[config.mk]
export PLATFORM = sky130hd
export DESIGN_NAME = mem_access_unit
export DESIGN_NICKNAME = d
export VERILOG_FILES = /design/src/rtl/mem_access_unit.sv
export SDC_FILE = /design/constraint.sdc
export NUM_CORES = 1
export LEC_CHECK = 0
export CAP_MARGIN = 20
export CORE_MARGIN = 3
export CORE_UTILIZATION = 47
export CTS_CLUSTER_SIZE = 24
export DETAILED_ROUTE_END_ITERATION = 16
export GPL_TIMING_DRIVEN = 0
export PLACE_DENSITY = 0.84
export SLEW_MARGIN = 15
export SYNTH_ARGS = -nofsm -noshare
export SYNTH_HDL_FRONTEND = slang
export SYNTH_SLANG_ARGS = --single-unit
[constraint.sdc]
create_clock -name clk -period 2.5 [get_ports clk]
set_clock_uncertainty 0.2 [all_clocks]
set_input_delay 0.5 -clock clk [delete_from_list [all_inputs] [get_ports clk]]
set_output_delay 0.5 -clock clk [all_outputs]
set_load 0.1 [all_outputs]
[src/rtl/mem_access_unit.sv]
// mem_access_unit: memory-stage responder for the multi-cycle CPU.
// Performs one load or store per MEM_en pulse over a req/ack data-memory bus.
// Ports:
//   clk, rst                  clock (rising edge), asynchronous active-low reset
//   MEM_en, L_or_S            start pulse (sampled in IDLE), 0 = load / 1 = store
//   size, unsigned_ld         00 byte, 01 half, 10 word, 11 illegal; zero-extend loads
//   addr, wdata               byte address, store data
//   mem_done, mem_err         one-cycle completion pulse, error flag coincident with it
//   rdata                     extended load result, held until the next completed load
//   bus_req/we/addr/be/wdata  data-memory request channel, stable while in REQ
//   bus_ack, bus_rdata        bus handshake and read data
module mem_access_unit #(
    parameter int unsigned TIMEOUT = 15
) (
    input  logic        clk,
    input  logic        rst,
    input  logic        MEM_en,
    input  logic        L_or_S,
    input  logic [1:0]  size,
    input  logic        unsigned_ld,
    input  logic [31:0] addr,
    input  logic [31:0] wdata,
    output logic        mem_done,
    output logic        mem_err,
    output logic [31:0] rdata,
    output logic        bus_req,
    output logic        bus_we,
    output logic [31:0] bus_addr,
    output logic [3:0]  bus_be,
    output logic [31:0] bus_wdata,
    input  logic        bus_ack,
    input  logic [31:0] bus_rdata
);

    localparam logic [1:0] IDLE = 2'd0;
    localparam logic [1:0] REQ  = 2'd1;
    localparam logic [1:0] DONE = 2'd2;
    localparam logic [1:0] ERR  = 2'd3;

    localparam logic [3:0] TIMEOUT_LAST = 4'(TIMEOUT - 1);

    logic [1:0]  state, state_nxt;
    logic [3:0]  tmo_cnt;
    logic [1:0]  lat_off;
    logic [1:0]  lat_size;
    logic        lat_uns;
    logic        req_legal;
    logic [3:0]  be_calc;
    logic [31:0] wdata_calc;
    logic [7:0]  ld_byte;
    logic [15:0] ld_half;
    logic [31:0] ld_ext;

    // Request check and bus-field encoding from the live inputs (used only in IDLE).
    always_comb begin
        req_legal  = 1'b1;
        be_calc    = 4'b1111;
        wdata_calc = wdata;
        unique case (size)
            2'b00: begin
                be_calc    = 4'b0001 << addr[1:0];
                wdata_calc = {4{wdata[7:0]}};
            end
            2'b01: begin
                req_legal  = ~addr[0];
                be_calc    = 4'b0011 << {addr[1], 1'b0};
                wdata_calc = {2{wdata[15:0]}};
            end
            2'b10: req_legal = (addr[1:0] == 2'b00);
            default: req_legal = 1'b0;
        endcase
    end

    // Lane extraction and extension of the returned word, using the latched request.
    always_comb begin
        unique case (lat_off)
            2'd0:    ld_byte = bus_rdata[7:0];
            2'd1:    ld_byte = bus_rdata[15:8];
            2'd2:    ld_byte = bus_rdata[23:16];
            default: ld_byte = bus_rdata[31:24];
        endcase
        ld_half = lat_off[1] ? bus_rdata[31:16] : bus_rdata[15:0];
        unique case (lat_size)
            2'b00:   ld_ext = {{24{ld_byte[7] & ~lat_uns}}, ld_byte};
            2'b01:   ld_ext = {{16{ld_half[15] & ~lat_uns}}, ld_half};
            default: ld_ext = bus_rdata;
        endcase
    end

    always_comb begin
        state_nxt = state;
        unique case (state)
            IDLE: if (MEM_en) state_nxt = req_legal ? REQ : ERR;
            REQ: begin
                if (bus_ack)                     state_nxt = DONE;
                else if (tmo_cnt == TIMEOUT_LAST) state_nxt = ERR;
            end
            default: state_nxt = IDLE;
        endcase
    end

    always_ff @(posedge clk or negedge rst) begin
        if (!rst) begin
            state     <= IDLE;
            tmo_cnt   <= 4'd0;
            lat_off   <= 2'd0;
            lat_size  <= 2'd0;
            lat_uns   <= 1'b0;
            rdata     <= 32'd0;
            bus_we    <= 1'b0;
            bus_addr  <= 32'd0;
            bus_be    <= 4'd0;
            bus_wdata <= 32'd0;
        end else begin
            state <= state_nxt;
            if (state == IDLE && MEM_en && req_legal) begin
                tmo_cnt   <= 4'd0;
                lat_off   <= addr[1:0];
                lat_size  <= size;
                lat_uns   <= unsigned_ld;
                bus_we    <= L_or_S;
                bus_addr  <= {addr[31:2], 2'b00};
                bus_be    <= be_calc;
                bus_wdata <= wdata_calc;
            end
            if (state == REQ) begin
                if (bus_ack) begin
                    // Captured on the ack cycle so rdata is already valid with mem_done.
                    if (!bus_we) rdata <= ld_ext;
                end else begin
                    tmo_cnt <= tmo_cnt + 4'd1;
                end
            end
        end
    end

    // Decoded from the state register so an asynchronous reset drops bus_req at once.
    assign bus_req  = (state == REQ);
    assign mem_done = (state == DONE) || (state == ERR);
    assign mem_err  = (state == ERR);

endmodule
Word-level counts from Yosys, hierarchy flattened
Cells that the tools add are included.
- register bits after elaboration: 110
- input port bits: 104
- output and inout port bits: 104
- logic and storage cells: 53
- add/subtract/negate cells: 1
- equality and inequality tests: 11
- shift-type cells: 2
- mux-type cells: 14
- bitwise operators: 5
- reduce and logical (&&, ||, !) cells: 10
- operator list (kind ; number):
    one-hot mux 32 bit (2 select lines) ; 2
    one-hot mux 8 bit (3 select lines) ; 1
    two-way mux 16 bit ; 1
    two-way mux 4 bit ; 3
    zero test 2 bit ; 5
    == test 2 x 1 -> 1 bit (second input constant) ; 4
    == test 2 bit (second input constant) ; 4
    two-way mux 2 bit ; 4
    one-hot mux 4 bit (2 select lines) ; 1
    adder 4 x 1 -> 4 bit (second input constant) ; 1
    == test 4 bit (second input constant) ; 1
    one-hot mux 2 bit (2 select lines) ; 1
    << shifter 1 x 2 -> 4 bit (first input constant) ; 1
    << shifter 2 x 2 -> 4 bit (first input constant) ; 1
    != test 3 x 1 -> 1 bit (second input constant) ; 1
    NOT 1 bit ; 3
    one-hot mux 1 bit (3 select lines) ; 1
    AND reduction 3 bit ; 1
    bitwise AND 1 bit ; 2
    logical AND 1 bit ; 2
    != test 2 bit (second input constant) ; 1
    AND reduction 2 bit ; 1
    logical OR 1 bit ; 1

Depth between registers and ports, before layout
- depth after elaboration: 6
- mapped depth: 7
- depth with buffers taken out: 5

Least setup slack after synthesis
Ideal clock, no wire load.
- path type: register to register
- start point: register bus_we
- end point: register rdata[21]
- setup time: 0.070 ns
- data arrival time: 1.790 ns
- setup slack: 0.440 ns
- cell stages (with the launch flop): 6
- path buffers: 2
- period minus slack after synthesis: 2.060 ns
- path through: dfrtp_1 nand3b_1 buf_2 clkbuf_1 nand2_1 nand3_1
- word-level cells in the longest chain between the ends: 2
- ends and longest elaborated chain (element ; line ; RTL):
    from (decl) ; 27 ; output logic bus_we,
    from (signal assigned) ; 121 ; bus_we <= L_or_S;
    NOT 1 bit (no source line) ; -- ;
    AND reduction 3 bit (no source line) ; -- ;
    to (signal assigned) ; 129 ; if (!bus_we) rdata <= ld_ext;
    to (decl) ; 25 ; output logic [31:0] rdata,
No other way between the ends.
A chain may end at the register's enable or synchronous reset.

Worst setup path in the final report
- start point: register bus_wdata[9]
- end point: output bus_wdata[9]
- RTL lines (element ; line ; RTL):
    from (decl) ; 30 ; output logic [31:0] bus_wdata,
    from (signal assigned) ; 124 ; bus_wdata <= wdata_calc;
No word-level cell between the ends.

==> run_results.csv <==
group,metric,value,unit
drt,wl_met1,5.89,mm
die,fp.dieH,111,um
drt,ant_nets,0,
hold_path,min_path_type,"register to register",
placement,place_hpwl,11.8,mm
critical_path,crit_path_end,"bus_wdata[9]",
finish,diodes,0,
sta,setup_tns,0,ns
placement,io_buffers,204,
die,die_w,111,um
synth,netlist_area,0.00520,sq mm
drt,wire_per_inst,18.1,um
critical_path,critPathRequiredTime,1.80,ns
critical_path,cp.depth,1,
global_routing,grt_pass1_vias,4786,
critical_path,crit_type,"register to output pin",
synth,synthTopCellsByArea,"dfrtp_1 (53%), mux2_2 (8.0%), mux2i_1 (5.6%)",
critical_path,crit_fanout,2,
critical_path,slowest_delay,0.90,ns
placement,gp_congestion,0.914,
critical_path,cp-start-kind,"register",
critical_path,timing.rr.end,"rdata[14]",
sta,setup-violations-final,0,
drt,totalWireLength,15.3,mm
sta,slew_violations,0,
global_routing,grt_pass1_wl,24.8,mm
clocking,cts_tree,"built",
synth,syn_inst,484,
finish,final_area,0.00752,sq mm
critical_path,critPathLaunch,"bus_wdata[9]",
synth,ys_ff_latch,110,
placement,dpl_cell_area,0.00744,sq mm
drt,dr_wl_met2,7.43,mm
drt,drt-pass1-iter-count,5,
critical_path,rrSetupSlack,0.62,ns
drt,top_layer_used,"met4",
clocking,clock_path_buffers,2,
run_status,status,"complete, no violations",
critical_path,worstPathArrival,1.66,ns
drt,vias_per_cell,5.47,
clocking,htree_num_levels,3,
global_routing,antenna_found_initial,0,
synth,yosysSeqAreaShare,53.0,%
drt,route.detailed.drc,0,
drt,dr_wl_met3,1.66,mm
sta,setup_ws,0.144,ns
critical_path,reg2reg_depth,3,
critical_path,cp_cell_sequence,"dlygate4sd2_1",
placement,dp.cells,826,
finish,nets,808,
sta,rsz0062_at_grt,"no",
global_routing,grt_max_degree,81,
critical_path,path_buf_inv,1,
clocking,cts_setup_buffers,0,
critical_path,crit_family,"buffers and inverters",
drt,dr_total_vias,4608,
finish,fillers,799,
global_routing,globalRouteOverflowTotal,0,
finish,final_cell_count_no_fill,843,
placement,dpl_worst_slack,-0.133,ns
clocking,clock_sinks,110,
sta,layout_min_cycle_time,2.36,ns
synth,yosysUniqueCellTypes,42,
sta,clock.fmax,424,MHz
die,ios,208,
critical_path,cp-end-kind,"output pin",
sta,period_share,94.2,%
sta,hold_viol,0,
die,initial_core_util,49.2,%
sta,maxSlewHeadroom,32.1,%
sta,tightest_slew,1.02,ns
clocking,clock_latency,0.37,ns
synth,synth_top_area_cell,"dfrtp_1",
clocking,root_buffer,"clkbuf_8",
clocking,numCtsBuffers,9,
global_routing,track_usage,25.0,%
synth,postSynthAreaPerCell,10.7,sq um
drt,drt-initial-drc-count,284,
flow_run,maxCapViolations,0,
die,die_area,0.0124,sq mm
critical_path,cp_slowest_cell,"dlygate4sd2_1",
finish,syn2layout_area_growth,44.7,%
clocking,clkTransAtPathRegs,0.10,ns
finish,drive_gt1_share,13.9,%
die,core_area,0.0106,sq mm
die,rows,37,
critical_path,reg2reg_from,"lat_off[0]",
synth,yosysWarnings,0,
synth,synth_top_cell_area_share,53.0,%
==> area by class of cell <==
cell class                      count  area [sq um]  area share [%]
Buffer                             37           206            2.75
Clock buffer                       10           128            1.70
Clock inverter                      6          61.3           0.815
Inverter                            5          18.8           0.250
Multi-Input combinational cell    333          2220            29.6
Sequential cell                   110          2750            36.6
Tap cell                          136           170            2.26
Timing Repair Buffer              206          1960            26.1
==> kinds of logic after synthesis <==
group	synth area share (%)
compound gates	11.9
mux	16.3
buf+inv	4.33
fa+ha+maj	0.482
simple gates	13.9
flops	53.0
other cells	0.0722
==> synthesized netlist by cell type <==
cell type,instances
dfrtp_1,110
nand2_1,59
o21ai_0,48
mux2_2,37
nand3_1,37
a21oi_1,30
mux2i_1,29
nor2_1,22
clkbuf_1,13
buf_2,12
buf_4,10
mux2_4,8
a22oi_1,6
inv_1,5
nand2b_1,5
nor3b_1,4
nor4bb_1,4
o22a_1,4
o2bb2ai_1,4
a31oi_1,3
a32oi_1,3
and2_1,3
nor2b_1,3
buf_6,2
ha_1,2
nand3b_1,2
nor3_1,2
or2_2,2
or3_1,2
a21boi_1,1
a21o_1,1
a21oi_2,1
a32o_1,1
and3b_1,1
conb_1,1
mux4_2,1
nor2_2,1
nor2b_4,1
nor3_4,1
o2111ai_2,1
o21ai_2,1
o32ai_1,1
==> flip-flops by register name, summed over array words and instances (netlist names) <==
name       cells
bus_addr      30
bus_be         4
bus_wdata     32
bus_we         1
lat_off        2
lat_size       2
lat_uns        1
rdata         32
state          2
tmo_cnt        4
==> layer usage <==
layer	up-vias	global-route usage, %
met2	245	42.4
met5	-	0
li1	2140	-
met3	26	8.57
met1	2197	29.7
met4	0	8.76
==> worst min path at each step <==
stage	start	endpoint	cells after the start
2_1_floorplan	rst	bus_addr[10]	0
3_3_place_gp	bus_wdata[14]	bus_wdata[14]	2
3_5_place_dp	rst	bus_addr[25]	1
4_1_cts	bus_wdata[8]	bus_wdata[8]	2
5_1_grt	rdata[25]	rdata[25]	2
6_report	bus_wdata[12]	bus_wdata[12]	2
==> cells in the final DEF, fill, tap and decap left out, drive strengths merged, types with 5 or more instances in the layout <==
cell type and count:
o21ai 49, a21oi 31, dfrtp 110, inv 6, nand2 59, buf 26
nor2 23, clkbuf 23, nand3 37, mux2 45, mux2i 29, nand2b 5
a22oi 6, clkdlybuf4s50 101, dlygate4sd2 99
==> stage by stage <==
stage          hold slack, ns  util, %
5_1_grt                 0.318     71.2
2_1_floorplan         0.00441        -
3_3_place_gp            0.263     70.2
3_5_place_dp            0.199     70.5
4_1_cts                 0.288     71.2
6_report                0.285     71.2
==> repair_timing <==
item,4_1_cts,5_1_grt
resized for setup,108,0
hold buffers,1,0
setup endpoints to repair,102,0
hold endpoints to repair,30,0
Power is not shown: default switching activity piles up to over one toggle a cycle in this logic, so the estimate is an artifact.
